`config.mk`:
```
export PLATFORM = sky130hd
export DESIGN_NAME = aurora_64b66b_25p78g_qpll_reset_seq
export DESIGN_NICKNAME = d
export VERILOG_FILES = /design/src/rtl/aurora_64b66b_25p78g_qpll_reset_seq.sv
export SDC_FILE = /design/constraint.sdc
export NUM_CORES = 1
export LEC_CHECK = 0
export BUFFER_PORTS_ARGS = -buffer_cell sky130_fd_sc_hd__buf_4
export CORE_MARGIN = 2
export CORE_UTILIZATION = 50
export CTS_CLUSTER_DIAMETER = 100
export DETAILED_ROUTE_END_ITERATION = 10
export PLACE_DENSITY = 0.65
export SETUP_SLACK_MARGIN = 0.5
export SLEW_MARGIN = 15
export SYNTH_ARGS = -nofsm -noshare
export SYNTH_HDL_FRONTEND = slang
export SYNTH_SLANG_ARGS = --single-unit
```
`constraint.sdc`:
```
create_clock -name init_clk -period 2.5 [get_ports init_clk]
set_clock_uncertainty 0.15 [all_clocks]
set_input_delay 0.5 -clock init_clk [delete_from_list [all_inputs] [get_ports init_clk]]
set_output_delay 0.5 -clock init_clk [all_outputs]
set_load 0.005 [all_outputs]
```
`src/rtl/aurora_64b66b_25p78g_qpll_reset_seq.sv`:
```
// ---------------------------------------------------------------------------
// aurora_64b66b_25p78g_qpll_reset_seq
//
// Reset/lock sequencer for the GT common QPLL0. It holds qpll0_reset for a
// fixed number of cycles, then waits for lock. Lock must stay stable for a
// qualification window before pll_ready is raised. A lock timeout retries the
// QPLL. After MAX_RETRIES timeouts the sequencer parks in FAIL with the QPLL
// held in reset. pll_ready gates channel TX/RX reset release downstream.
//
// Ports:
//   init_clk          in   free-running init clock, sole clock
//   reset_n           in   synchronous active-low reset
//   pll_reset_req     in   request to restart the sequence (priority over FSM)
//   qpll0_lock        in   QPLL0 lock, asynchronous, synchronised here
//   qpll0_refclklost  in   QPLL0 refclk lost, asynchronous, synchronised here
//   qpll0_reset       out  QPLL0 reset (high in RST_ASSERT and FAIL)
//   pll_ready         out  QPLL0 locked and stable (READY)
//   pll_fail          out  retries exhausted (FAIL)
//   retry_count [3:0] out  lock timeouts in the current sequence
//   seq_state   [2:0] out  state encoding, debug only
// ---------------------------------------------------------------------------
module aurora_64b66b_25p78g_qpll_reset_seq #(
    parameter int RESET_HOLD_CYCLES   = 128,
    parameter int LOCK_TIMEOUT_CYCLES = 65536,
    parameter int LOCK_STABLE_CYCLES  = 256,
    parameter int MAX_RETRIES         = 4,
    parameter int CNT_WIDTH           = 20
) (
    input  logic       init_clk,
    input  logic       reset_n,
    input  logic       pll_reset_req,
    input  logic       qpll0_lock,
    input  logic       qpll0_refclklost,
    output logic       qpll0_reset,
    output logic       pll_ready,
    output logic       pll_fail,
    output logic [3:0] retry_count,
    output logic [2:0] seq_state
);

    typedef enum logic [2:0] {
        ST_RST_ASSERT  = 3'd0,
        ST_WAIT_LOCK   = 3'd1,
        ST_LOCK_STABLE = 3'd2,
        ST_READY       = 3'd3,
        ST_FAIL        = 3'd4
    } state_e;

    // Terminal counts: the counter runs 0..N-1, so N cycles per phase.
    localparam logic [CNT_WIDTH-1:0] HOLD_LAST    = CNT_WIDTH'(RESET_HOLD_CYCLES - 1);
    localparam logic [CNT_WIDTH-1:0] TIMEOUT_LAST = CNT_WIDTH'(LOCK_TIMEOUT_CYCLES - 1);
    localparam logic [CNT_WIDTH-1:0] STABLE_LAST  = CNT_WIDTH'(LOCK_STABLE_CYCLES - 1);
    localparam logic [3:0]           RETRY_LIMIT  = 4'(MAX_RETRIES);
    localparam logic [CNT_WIDTH-1:0] CNT_ONE      = CNT_WIDTH'(1);

    // Two-flop synchronisers for the asynchronous GT common status.
    logic lock_meta_q, lock_meta_d;
    logic lock_s_q,    lock_s_d;
    logic lost_meta_q, lost_meta_d;
    logic lost_s_q,    lost_s_d;

    state_e               state_q, state_d;
    logic [CNT_WIDTH-1:0] cnt_q,   cnt_d;
    logic [3:0]           retry_q, retry_d;

    logic qpll0_reset_q, qpll0_reset_d;
    logic pll_ready_q,   pll_ready_d;
    logic pll_fail_q,    pll_fail_d;

    always_comb begin
        lock_meta_d = qpll0_lock;
        lock_s_d    = lock_meta_q;
        lost_meta_d = qpll0_refclklost;
        lost_s_d    = lost_meta_q;
    end

    // Next-state logic.
    // NOTE: every variable gets a default before the case so no path leaves
    // it unassigned; otherwise synthesis infers a latch.
    always_comb begin
        state_d = state_q;
        cnt_d   = cnt_q;
        retry_d = retry_q;

        if (pll_reset_req) begin
            state_d = ST_RST_ASSERT;
            cnt_d   = '0;
            retry_d = '0;
        end else begin
            unique case (state_q)
                ST_RST_ASSERT: begin
                    // Do not start timing the reset pulse until the refclk is
                    // back; the QPLL needs a full hold with a clock present.
                    if (lost_s_q) begin
                        cnt_d = '0;
                    end else if (cnt_q == HOLD_LAST) begin
                        state_d = ST_WAIT_LOCK;
                        cnt_d   = '0;
                    end else begin
                        cnt_d = cnt_q + CNT_ONE;
                    end
                end

                ST_WAIT_LOCK: begin
                    if (lost_s_q) begin
                        state_d = ST_RST_ASSERT;
                        cnt_d   = '0;
                    end else if (lock_s_q) begin
                        state_d = ST_LOCK_STABLE;
                        cnt_d   = '0;
                    end else if (cnt_q == TIMEOUT_LAST) begin
                        retry_d = retry_q + 4'd1;
                        cnt_d   = '0;
                        // FAIL is entered at the limit, so retry never wraps.
                        state_d = (retry_d == RETRY_LIMIT) ? ST_FAIL : ST_RST_ASSERT;
                    end else begin
                        cnt_d = cnt_q + CNT_ONE;
                    end
                end

                ST_LOCK_STABLE: begin
                    if (lost_s_q) begin
                        state_d = ST_RST_ASSERT;
                        cnt_d   = '0;
                    end else if (!lock_s_q) begin
                        // A lock glitch is not a timeout: rewait without
                        // charging a retry.
                        state_d = ST_WAIT_LOCK;
                        cnt_d   = '0;
                    end else if (cnt_q == STABLE_LAST) begin
                        state_d = ST_READY;
                        cnt_d   = '0;
                    end else begin
                        cnt_d = cnt_q + CNT_ONE;
                    end
                end

                ST_READY: begin
                    // Losing lock after READY starts a fresh sequence.
                    if (!lock_s_q || lost_s_q) begin
                        state_d = ST_RST_ASSERT;
                        cnt_d   = '0;
                        retry_d = '0;
                    end
                end

                ST_FAIL: begin
                    // Terminal until pll_reset_req or reset_n.
                end

                default: begin
                    state_d = ST_RST_ASSERT;
                    cnt_d   = '0;
                    retry_d = '0;
                end
            endcase
        end

        // Outputs decode the next state so they register on the same edge
        // as the state change.
        qpll0_reset_d = (state_d == ST_RST_ASSERT) || (state_d == ST_FAIL);
        pll_ready_d   = (state_d == ST_READY);
        pll_fail_d    = (state_d == ST_FAIL);
    end

    // NOTE: sequential state uses non-blocking assignments so every flop
    // samples pre-edge values, independent of statement order.
    always_ff @(posedge init_clk) begin
        if (!reset_n) begin
            lock_meta_q   <= 1'b0;
            lock_s_q      <= 1'b0;
            lost_meta_q   <= 1'b0;
            lost_s_q      <= 1'b0;
            state_q       <= ST_RST_ASSERT;
            cnt_q         <= '0;
            retry_q       <= '0;
            qpll0_reset_q <= 1'b1;
            pll_ready_q   <= 1'b0;
            pll_fail_q    <= 1'b0;
        end else begin
            lock_meta_q   <= lock_meta_d;
            lock_s_q      <= lock_s_d;
            lost_meta_q   <= lost_meta_d;
            lost_s_q      <= lost_s_d;
            state_q       <= state_d;
            cnt_q         <= cnt_d;
            retry_q       <= retry_d;
            qpll0_reset_q <= qpll0_reset_d;
            pll_ready_q   <= pll_ready_d;
            pll_fail_q    <= pll_fail_d;
        end
    end

    assign qpll0_reset = qpll0_reset_q;
    assign pll_ready   = pll_ready_q;
    assign pll_fail    = pll_fail_q;
    assign retry_count = retry_q;
    assign seq_state   = state_q;

endmodule

```
; ---- Word-level counts from Yosys, hierarchy flattened
; Index checks and enable logic that the tools add are counted.
[op_classes]
add_sub_neg = 2
n_eq_ne = 14
muxes = 27
n_bitwise = 3
n_reduce_logical = 9
[op_table]
columns = cell, n
row1 = 2-to-1 mux 20 bit, 9
row2 = one-hot mux 20 bit (5 select lines), 1
row3 = 2-to-1 mux 3 bit, 11
row4 = adder 20 x 1 -> 20 bit (second input constant), 1
row5 = == test 20 x 16 -> 1 bit (second input constant), 1
row6 = == test 20 x 7 -> 1 bit (second input constant), 1
row7 = == test 20 x 8 -> 1 bit (second input constant), 1
row8 = 2-to-1 mux 4 bit, 4
row9 = one-hot mux 3 bit (5 select lines), 1
row10 = one-hot mux 4 bit (3 select lines), 1
row11 = == test 3 x 2 -> 1 bit (second input constant), 3
row12 = inequality test 2 bit (second input constant), 4
row13 = == test 3 bit (second input constant), 2
row14 = zero test 3 bit, 2
row15 = AND reduction 5 bit, 1
row16 = adder 4 x 1 -> 4 bit (second input constant), 1
row17 = == test 4 x 3 -> 1 bit (second input constant), 1
row18 = == test 3 x 1 -> 1 bit (second input constant), 1
row19 = inverter 1 bit, 3
row20 = OR reduction 3 bit, 1
row21 = logical OR 1 bit, 2
row22 = AND reduction 2 bit, 1
row23 = OR reduction 2 bit, 1
row24 = zero test 1 bit, 1
[totals]
regBits = 34
inputBits = 5
output_inout_bits = 10

; ---- Depth between registers and ports, before layout
[logic_depth]
depth_word = 10
ltp_mapped = 8
depth_no_buf = 7

; ---- Worst setup path after synthesis
; OpenSTA, ideal clock, no wires.
[synth_path]
kind = register to register
from = reg cnt_q[0]
to = reg cnt_q[5]
setup_ns = 0.115
arrival_ns = 1.803
required_ns = 2.235
slack_ns = 0.432
path_stages_with_launch = 8
n_path_buf = 1
period_less_slack_ns = 2.068
path_cell_list = dfxtp_1 > ha_1 > and4_1 > nand4_2 > o21a_1 > o21ai_4 > buf_12 > o21ai_2
[synth_between]
elab_chain_cells = 5
word_cells_on_any_way = 13
[synth_lines]
columns = item, line_no
row1 = from (decl), 63  ; logic [CNT_WIDTH-1:0] cnt_q, cnt_d;
row2 = from (signal assigned), 186  ; cnt_q <= cnt_d;
row3 = adder 20 x 1 -> 20 bit (tied with other cells), "100, 117, 134"
row4 = 2-to-1 mux 20 bit (on tied branches), "130, 111"
row5 = 2-to-1 mux 20 bit (on tied branches), "125, 108"
row6 = 2-to-1 mux 20 bit (on tied branches), "122, 105"
row7 = one-hot mux 20 bit (5 select lines) *, 90  ; unique case (state_q)
; Mark *: on every way between the ends. The rest lies on a longest branch, timed or not.
; A chain may end at the register's enable or synchronous reset.

; ---- Final worst setup path
[layout_path]
from = reg cnt_q[9]
to = reg cnt_q[9]
; The elaborated chain is that of the path after synthesis.

==> flow_summary.yaml <==
clock_tree:
  cts.sinks: 34
  cts_tree: "yes"
  clockBufferDepth: 2
  clk_pin_slew_worst_paths_ps: 100
  hold_buffers: 0
  cts_buffers: 5
  cts.htree.levels: 2
  clk_latency_ps: 340
  cts_root_buffer: "clkbuf_4"
worst_setup_path:
  setup.worst_path.class: "flop to flop"
  critPathRequiredTime_ps: 2580
  cp.arrival_ps: 2200
  cp_max_fo: 7
  crit_path_start_kind: "flop"
  worstSetupEndpointType: "flop"
place:
  hpwl_um: 2650
  placed_area_mm2: 0.00196
  dp_slack_ps: 303
  port-buffer-count: 14
  gp_congestion: 0.798
synth:
  syn_area_mm2: 0.00180
  ys_seq_elements: 34
  synth.distinct_cells: 47
  yosysTopAreaCellShare_pct: 37.8
  synth-edff-count: 0
  synth_area_leaders: "dfxtp_1 38%, nand2_1 5.8%, o21ai_2 4.9%"
  avgSynthCellArea_um2: 8.70
  yosysMostFrequentCell: "dfxtp_1"
  synth_flop_cell: "dfxtp_1"
  ys_async_sr_fraction_pct: 0
  synth_seq_area_share_pct: 37.8
  synth_nets: 214
  yosysWarnings: 0
  synth_area_leader_cell: "dfxtp_1"
  synthTopCellsByCount: "34 x dfxtp_1, 28 x nand2_1, 18 x nor2_1"
  synth_cells: 207
grt:
  grt_pass1_wl_um: 6860
  grt_max_degree: 21
  antenna_found_initial: 0
  overflow: 0
  grt_pass1_vias: 1503
  track_usage_pct: 21.5
timing:
  slew_headroom_pct: 67.0
  slew_violations: 0
  rsz0062_at_grt: "true"
  worstMarginPinSlew_ps: 482
  timing.final.crit_period_ps: 2110
  max_freq_mhz: 473
  fin_tns_setup_ps: 0
  setup_viol: 0
  final_hold_viol_count: 0
  fin_crit_sh_pct: 84.5
  layout_setup_ws_ps: 386
die:
  num_rows: 21
  pin_count: 15
  core_area_mm2: 0.00339
  die_width_um: 64.0
  start_util_pct: 53.1
  die_h_um: 64.0
  die_area_mm2: 0.00410
job:
  max-cap-violations: 0
routing:
  drc_errors: 0
  wirelength_um: 3980
  drt_iter0_markers: 101
  wire_per_inst_um: 14.0
  num_vias: 1601
  antenna_left: 0
  vias_per_cell: 5.66
  firstDrtPassIters: 4
layout:
  num_antenna_cells: 0
  layout-drive-gt1-share_pct: 35.0
  syn2layout_area_growth_pct: 26.1
  multi_input_area_mm2: 0.00112
  final_area_mm2: 0.00227
  layout.filler_cells: 284
  finalNetCount: 243
  ff_latch_area_um2: 706
power:
  power_leakage_uw: 0.000815
  vdd_drop_max_mv: 0.360
  power_density_mw_per_mm2: 407
min_path:
  hold_class: "primary input to flop"
status:
  status: "complete, no violations"
## kinds of logic after synthesis
logic type               Yosys count  synth area share [%]
buffers and inverters             16                  4.93
multiplexers                       2                  1.11
XOR/XNOR                          19                  9.24
AND/OR/NAND/NOR                   93                  28.3
AO/OA/AOI/OAI                     41                  17.2
adder cells (fa/ha/maj)            2                  1.39
flip-flops                        34                  37.8
## layout by cell type, fill, tap and decap left out, drive strengths merged, types with 5 or more instances in the layout
| cell | Yosys | final |
|---|---|---|
| xnor2 | 9 | 9 |
| nor3 | 5 | 5 |
| and2 | 5 | 5 |
| inv | 5 | 5 |
| a21oi | 6 | 6 |
| nor4 | 5 | 5 |
| xor2 | 10 | 10 |
| buf | 5 | 33 |
| o21ai | 21 | 21 |
| nand2 | 28 | 28 |
| nand3 | 10 | 10 |
| dfxtp | 34 | 34 |
| nand4 | 10 | 10 |
| clkbuf | 6 | 6 |
| nor2 | 18 | 18 |
## worst max-delay path: stages, from the launching register on
cell and delay [ps]:
dfxtp_2 380, nor4_4 320, nand3_2 170, buf_6 160, o2111ai_2 180, nand2_2 120
o21ai_4 210, buf_12 140, buf_8 110, o21ai_1 50
## per-stage QoR
step	util [%]	instances	total power (uW)	hold WS (ps)
floorplan	-	207	585	262
global placement	57.8	263	594	266
detailed placement	57.8	263	596	271
CTS	64.3	279	940	191
global route	67.0	283	973	199
finish	67.0	283	925	210
## power by group
group	internal (uW)	total [uW]	leakage (uW)	switching (uW)
registers	542	547	0.000282	4.34
clock network	135	324	0.0000343	189
logic	29.6	54.2	0.000498	24.6
total	707	925	0.000815	217
## layout make-up
class                   count  share of cell area (%)
clock inverters             2                   0.551
clock buffers               6                    2.26
well taps                  46                    2.54
repair buffers             33                    13.6
multi-input cells         157                    49.2
inverters                   5                   0.827
flip-flops and latches     34                    31.1
## metal layers
metal  up-vias  global-route usage (%)  share of wire (%)
li1        795                       -                  -
met1       766                    24.9                 42
met2        33                    37.6                 51
met3         7                    5.99                4.4
met4         0                    7.61                2.0
met5         -                       0                  0
## flip-flops by register name, indices dropped and copies added, names as in the netlist
register and count:
seq_state 3, lost_meta_q 1, qpll0_reset 1, cnt_q 20, lost_s_q 1, lock_s_q 1
lock_meta_q 1, pll_fail 1, pll_ready 1, retry_count 4
## path summary, 6_finish.rpt
path / startpoint / endpoint / slack (ps) / depth (start not counted)
worst max-delay path: cnt_q[9] / cnt_q[9] / 390 / 9
worst min-delay path: qpll0_refclklost / lost_meta_q / 210 / 2
worst max register to register: cnt_q[9] / cnt_q[9] / 390 / 9
worst min register to register: lost_meta_q / lost_s_q / 290 / 1
## timing repair
action,CTS,global route
setup endpoints to repair,25,26
resized for setup,26,16
pin swaps,17,6
cloned,1,0
setup buffers,7,4
No activity file was read; power rests on OpenSTA's default activity.
